`src/rtl/mmio_timer_pkg.sv`:
```
// Shared definitions for the memory-mapped timer peripheral.
//
// Contents:
//   - Register indices. These are used for both the one-hot write strobes and the read address.
//   - CTRL and STATUS bit positions.
//   - Operating-state enum. The state is derived from CTRL.EN and is never stored separately.
package mmio_timer_pkg;

  // Register map. The write decoder and the read mux share this map.
  localparam logic [1:0] REG_CTRL   = 2'd0;
  localparam logic [1:0] REG_LOAD   = 2'd1;
  localparam logic [1:0] REG_COUNT  = 2'd2;
  localparam logic [1:0] REG_STATUS = 2'd3;

  // CTRL field positions. PRESC occupies PRESC_W bits starting at CTRL_PRESC_LSB.
  localparam int unsigned CTRL_EN        = 0;
  localparam int unsigned CTRL_RELOAD    = 1;
  localparam int unsigned CTRL_IE        = 2;
  localparam int unsigned CTRL_PRESC_LSB = 8;

  // STATUS field positions.
  localparam int unsigned STATUS_TF = 0;

  // Operating state, decoded from CTRL.EN.
  typedef enum logic {
    StIdle,
    StRun
  } timer_state_e;

endpackage

```
`src/rtl/timer_prescaler.sv`:
```
// Prescaler for the MMIO timer.
//
// The counter advances once per cycle while enable is high. When the count equals presc, the
// block asserts tick for that cycle and the counter wraps to 0 at the same edge. A presc of 0
// therefore gives a tick on every enabled cycle.
//
// Ports:
//   clk    - system clock, rising edge
//   rst_n  - asynchronous active-low reset
//   enable - count while high; hold while low
//   clear  - synchronous clear of the counter; takes priority over counting
//   presc  - divide value; the tick period is presc+1 cycles
//   tick   - one-cycle pulse when the counter wraps (combinational from the counter)
module timer_prescaler #(
  parameter int unsigned PRESC_W = 8
) (
  input  logic               clk,
  input  logic               rst_n,
  input  logic               enable,
  input  logic               clear,
  input  logic [PRESC_W-1:0] presc,
  output logic               tick
);

  logic [PRESC_W-1:0] cnt_q, cnt_d;
  logic               wrap;

  always_comb begin
    wrap  = (cnt_q == presc);
    tick  = enable & wrap;
    cnt_d = cnt_q;
    if (clear) begin
      cnt_d = '0;
    end else if (enable) begin
      cnt_d = wrap ? '0 : cnt_q + 1'b1;
    end
  end

  always_ff @(posedge clk or negedge rst_n) begin
    if (!rst_n) begin
      cnt_q <= '0;
    end else begin
      cnt_q <= cnt_d;
    end
  end

endmodule

```
`src/rtl/mmio_timer_regs.sv`:
```
// Memory-mapped timer with four registers: CTRL, LOAD, COUNT and STATUS.
//
// The block sits behind a 2-to-4 write decoder and takes that decoder's one-hot strobes.
// COUNT is a down-counter driven by a prescaled tick. When a tick arrives with COUNT at 0, the
// timer expires and sets the sticky TF flag. After expiry it either reloads COUNT from LOAD
// (RELOAD=1) or clears EN and stops (RELOAD=0). The interrupt is TF & IE.
//
// Ports:
//   i_clk    - system clock, rising edge
//   i_rst_n  - asynchronous active-low reset
//   i_wsel   - one-hot write strobes: bit0 CTRL, bit1 LOAD, bit2 COUNT, bit3 STATUS
//   i_wdata  - write data
//   i_raddr  - read register index, using the same map as i_wsel
//   o_rdata  - read data, a combinational mux of the current register values
//   o_irq    - interrupt request, TF & IE (driven only from registers)
module mmio_timer_regs
  import mmio_timer_pkg::*;
#(
  parameter int unsigned DATA_W  = 32,
  parameter int unsigned PRESC_W = 8
) (
  input  logic              i_clk,
  input  logic              i_rst_n,
  input  logic [3:0]        i_wsel,
  input  logic [DATA_W-1:0] i_wdata,
  input  logic [1:0]        i_raddr,
  output logic [DATA_W-1:0] o_rdata,
  output logic              o_irq
);

  // Register state
  logic               en_q, en_d;
  logic               reload_q, reload_d;
  logic               ie_q, ie_d;
  logic [PRESC_W-1:0] presc_q, presc_d;
  logic [DATA_W-1:0]  load_q, load_d;
  logic [DATA_W-1:0]  count_q, count_d;
  logic               tf_q, tf_d;

  // Decoded strobes and events
  logic         wr_ctrl, wr_load, wr_count, wr_status;
  logic         presc_tick;
  logic         presc_clear;
  logic         run_tick;
  logic         expire;
  timer_state_e state;

  assign wr_ctrl   = i_wsel[REG_CTRL];
  assign wr_load   = i_wsel[REG_LOAD];
  assign wr_count  = i_wsel[REG_COUNT];
  assign wr_status = i_wsel[REG_STATUS];

  // Restart the prescaler phase whenever software reloads the count or starts the timer. This
  // makes the first expiry land (LOAD+1)*(PRESC+1) cycles later.
  assign presc_clear = wr_load | wr_count | (wr_ctrl & i_wdata[CTRL_EN] & ~en_q);

  timer_prescaler #(
    .PRESC_W (PRESC_W)
  ) u_prescaler (
    .clk    (i_clk),
    .rst_n  (i_rst_n),
    .enable (en_q),
    .clear  (presc_clear),
    .presc  (presc_q),
    .tick   (presc_tick)
  );

  // A CPU write to LOAD or COUNT in the same cycle as a tick takes priority, and the tick is
  // discarded.
  assign run_tick = presc_tick & ~(wr_load | wr_count);
  assign expire   = run_tick & (count_q == '0);

  always_comb begin
    state    = en_q ? StRun : StIdle;
    en_d     = en_q;
    reload_d = reload_q;
    ie_d     = ie_q;
    presc_d  = presc_q;
    load_d   = load_q;
    count_d  = count_q;
    tf_d     = tf_q;

    // Hardware count behaviour
    unique case (state)
      StIdle: begin
        // COUNT and the prescaler hold
      end
      StRun: begin
        if (run_tick) begin
          if (count_q != '0) begin
            count_d = count_q - 1'b1;
          end else if (reload_q) begin
            count_d = load_q;
          end else begin
            en_d = 1'b0;
          end
        end
      end
    endcase

    // CPU writes are applied after the hardware update so that they override it.
    if (wr_ctrl) begin
      en_d     = i_wdata[CTRL_EN];
      reload_d = i_wdata[CTRL_RELOAD];
      ie_d     = i_wdata[CTRL_IE];
      presc_d  = i_wdata[CTRL_PRESC_LSB +: PRESC_W];
    end
    if (wr_load) begin
      load_d  = i_wdata;
      count_d = i_wdata;
    end
    if (wr_count) begin
      count_d = i_wdata;
    end

    // TF: if an expiry and a write-1-to-clear happen in the same cycle, the set wins.
    if (expire) begin
      tf_d = 1'b1;
    end else if (wr_status && i_wdata[STATUS_TF]) begin
      tf_d = 1'b0;
    end
  end

  always_ff @(posedge i_clk or negedge i_rst_n) begin
    if (!i_rst_n) begin
      en_q     <= 1'b0;
      reload_q <= 1'b0;
      ie_q     <= 1'b0;
      presc_q  <= '0;
      load_q   <= '0;
      count_q  <= '0;
      tf_q     <= 1'b0;
    end else begin
      en_q     <= en_d;
      reload_q <= reload_d;
      ie_q     <= ie_d;
      presc_q  <= presc_d;
      load_q   <= load_d;
      count_q  <= count_d;
      tf_q     <= tf_d;
    end
  end

  // Read mux. Unused bits read as 0.
  always_comb begin
    o_rdata = '0;
    unique case (i_raddr)
      REG_CTRL: begin
        o_rdata[CTRL_EN]                    = en_q;
        o_rdata[CTRL_RELOAD]                = reload_q;
        o_rdata[CTRL_IE]                    = ie_q;
        o_rdata[CTRL_PRESC_LSB +: PRESC_W]  = presc_q;
      end
      REG_LOAD:   o_rdata = load_q;
      REG_COUNT:  o_rdata = count_q;
      REG_STATUS: o_rdata[STATUS_TF] = tf_q;
    endcase
  end

  assign o_irq = tf_q & ie_q;

endmodule

```
`config.mk`:
```
export PLATFORM = sky130hd
export DESIGN_NAME = mmio_timer_regs
export DESIGN_NICKNAME = d
export VERILOG_FILES = /design/src/rtl/mmio_timer_pkg.sv /design/src/rtl/timer_prescaler.sv /design/src/rtl/mmio_timer_regs.sv
export SDC_FILE = /design/constraint.sdc
export NUM_CORES = 1
export LEC_CHECK = 0
export BUFFER_PORTS_ARGS = -buffer_cell sky130_fd_sc_hd__buf_2
export CORE_MARGIN = 10
export CORE_UTILIZATION = 48
export DETAILED_ROUTE_END_ITERATION = 8
export PLACE_DENSITY = 0.78
export SYNTH_ARGS = -nofsm -noshare
export SYNTH_HDL_FRONTEND = slang
export SYNTH_SLANG_ARGS = --single-unit
```
`constraint.sdc`:
```
create_clock -name i_clk -period 3.5 [get_ports i_clk]
set_input_delay 0.7 -clock i_clk [delete_from_list [all_inputs] [get_ports i_clk]]
set_output_delay 0.7 -clock i_clk [all_outputs]
set_load 0.02 [all_outputs]
```
==> flow_metrics.env <==
export IMPL_run_status="finished, final reports clean"
export IMPL_dp_hpwl_um=11500
export IMPL_gp_routability_congestion=0.996
export IMPL_synthArstFlopShare=1.00
export IMPL_critPathMaxStageDelay_ps=610
export IMPL_syn_mean_instance_area_sq_um=9.53
export IMPL_largest_net_degree_at_the_start_of_global_routing=85
export IMPL_cts_inserted_buffers=9
export IMPL_top_level_ports=73
export IMPL_residual_antenna_violating_net_count_after_detailed_routing=0
export IMPL_clock_pin_slew_worst_setup_and_hold_paths_ps=80
export IMPL_cts_root_buf="clkbuf_8"
export IMPL_fillers=996
export IMPL_postCtsSetupRepairBufs=0
export IMPL_detailroute_via_count=4815
export IMPL_worst_slew_pin_transition_ps=1070
export IMPL_dp_cells=746
export IMPL_synth_edff_count=0
export IMPL_portion_of_the_post_synthesis_area_used_by_sequential_elements=0.394
export IMPL_die_ht_um=125
export IMPL_firstDrtPassIters=6
export IMPL_yosys_top_cells_count="84 x dfrtp_1, 53 x nand2_1, 41 x mux2_2"
export IMPL_netlist_cell_type_count=68
export IMPL_cts_htree_levels=3
export IMPL_cts_num_sinks=84
export IMPL_die_width_um=125
export IMPL_min_path_type="in -> async"
export IMPL_drive_above_1_share=0.252
export IMPL_max_clock_buf_depth=2
export IMPL_final_hold_violation_count=0
export IMPL_critical_path_most_common_cell="buf_4"
export IMPL_reg2regPathDepth=8
export IMPL_syn_to_final_growth_pct=11.8
export IMPL_setup_viol=0
export IMPL_yosysWarningCount=0
export IMPL_synth_top_cells_by_area="dfrtp_1 39%, mux2_2 8.6%, a22oi_1 4.1%, nand2_1 3.7%, xor2_1 3.1%"
export IMPL_antenna_violations_before_repair=0
export IMPL_setup_tns_final_ps=0
export IMPL_worst_endpoint_required_ps=3810
export IMPL_syn_inst=560
export IMPL_synth_most_common_cell="dfrtp_1"
export IMPL_timing_fmax_mhz=337
export IMPL_detail_route_vias_per_cell=6.32
export IMPL_timing_critical_path_arrival_ps=3270
export IMPL_drv_cap=0
export IMPL_detail_route_iter0_violations=423
export IMPL_ys_dominant_reg_cell="dfrtp_1"
export IMPL_postSynthNetCount=609
export IMPL_hold_buffers=0
export IMPL_start_kind="register"
export IMPL_worst_setup_path_end_kind="register"
export IMPL_post_layout_nonfiller_instances=762
export IMPL_n_antenna_cell=0
export IMPL_rsz_0062_raised_after_global_routing="no"
export IMPL_area_of_the_mapped_netlist_sq_um=5340
export IMPL_path_class="reg -> reg"
export IMPL_period_share=0.847
export IMPL_route_final_wire_length_um=15700
export IMPL_yosys_area_top_type_share=0.394
export IMPL_slowest_stage="or4_4"
export IMPL_placement_rows=38
export IMPL_leakage_nw=2.50
export IMPL_core_area_sq_um=10900
export IMPL_yosys_register_bits=84
export IMPL_global_route_wire_length_before_repair_um=25800
export IMPL_initial_utilization=0.490
export IMPL_gr_usage_all_layers=0.197
export IMPL_worst_slew_margin_rel=0.284
export IMPL_cp_cell_sequence="or4_4 -> or2_1 -> nor4_4 -> buf_4 -> and3_1 -> buf_4 -> a22o_1 -> a311o_1"
export IMPL_report_final_slew_viol_count=0
export IMPL_p_per_cell_area_nw_per_um2=382
export IMPL_finalNetCount=666
export IMPL_cts_tree="yes"
export IMPL_port_buffers=72
export IMPL_insertion_delay_ps=370
export IMPL_irDropWorstVdd_mv=0.190
export IMPL_globalRoute_totalOverflow=0
export IMPL_path_max_fanout=9
export IMPL_post_cts_resized_instances=0
export IMPL_top_cell_type_by_total_area_after_synthesis="dfrtp_1"
export IMPL_drcViolationCount=0
export IMPL_post_route_min_period_ps=2960
export IMPL_worst_clock_skew_ps=10.8
export IMPL_average_wire_length_per_cell_after_detail_routing_um=20.6
export IMPL_vias_in_the_first_global_route=4738
export IMPL_area_enclosed_by_the_die_boundary_sq_um=15700
==> critical path: cells and delay by family, from the launching register on <==
family,cells,cell delay [ps]
compound gates,2,250
flops,1,480
simple gates,4,1710
buf+inv,2,450
==> logic make-up after synthesis <==
kind of cell | share of synthesized area
multiplexers | 0.0884
adder cells (fa/ha/maj) | 0.0211
AND/OR/NAND/NOR | 0.221
XOR/XNOR | 0.0394
AO/OA/AOI/OAI | 0.193
buffers and inverters | 0.0431
flip-flops | 0.394
==> stage by stage <==
| stage | utilization | hold WS [ps] | power (mW) | setup slack (ps) | cell area (sq um) |
|---|---|---|---|---|---|
| after floorplan | - | 404 | 1.45 | 1000 | 5340 |
| after global placement | 0.532 | 510 | 1.61 | 601 | 5790 |
| after detailed placement | 0.532 | 516 | 1.62 | 574 | 5790 |
| after CTS | 0.548 | 542 | 2.29 | 544 | 5970 |
| after global routing | 0.548 | 559 | 2.40 | 354 | 5970 |
| final | 0.548 | 507 | 2.28 | 537 | 5970 |
==> worst paths after layout <==
kind,startpoint,end,slack (ps)
setup / recovery,count_q[19],count_q[29],540
hold / removal,i_rst_n,load_q[9],510
setup reg to reg,count_q[19],count_q[29],540
hold reg to reg,load_q[31],count_q[31],530
max in group asynchronous,i_rst_n,load_q[28],2280
min in group i_clk,load_q[31],count_q[31],530
==> per-layer routing <==
layer  wire (um)  part of all wire  vias to the layer above  global-route usage
li1            -                 -                     2230                   -
met1        6800              0.43                     2370               0.252
met2        7430              0.47                      192               0.319
met3        1210             0.077                       23              0.0427
met4         289             0.018                        0              0.0684
met5           0                 0                        -                   0
==> flip-flops by register name, indices dropped and copies added, names as in the netlist <==
name	cells
count_q	32
en_q	1
ie_q	1
load_q	32
presc_q	8
reload_q	1
tf_q	1
u_prescaler.cnt_q	8
==> final cells by class <==
class                      count  area, sq um  area share
clock buffer                  14          143      0.0239
clock inverter                 2         35.0     0.00587
inverter                       7         26.3     0.00440
multi-input combinational    427         3010       0.504
sequential                    84         2100       0.352
tap                          140          175      0.0293
timing repair buffer          88          483      0.0809
==> layout by cell type, fill, tap and decap left out, drive strengths merged, types with 18 or more instances in the layout <==
cell type | Yosys | routed
xor2 | 19 | 19
nand2 | 54 | 54
mux2 | 41 | 41
nand3 | 18 | 18
nor2 | 34 | 34
nor3 | 19 | 19
o21ai | 21 | 21
dfrtp | 84 | 84
nor2b | 22 | 22
nor4 | 18 | 18
a22oi | 30 | 30
buf | 12 | 88
==> power breakdown <==
part	internal (mW)	switching, mW
clock network	0.331	0.343
logic	0.192	0.252
registers	1.05	0.114
total	1.57	0.709
No activity file was read; power rests on OpenSTA's default activity.
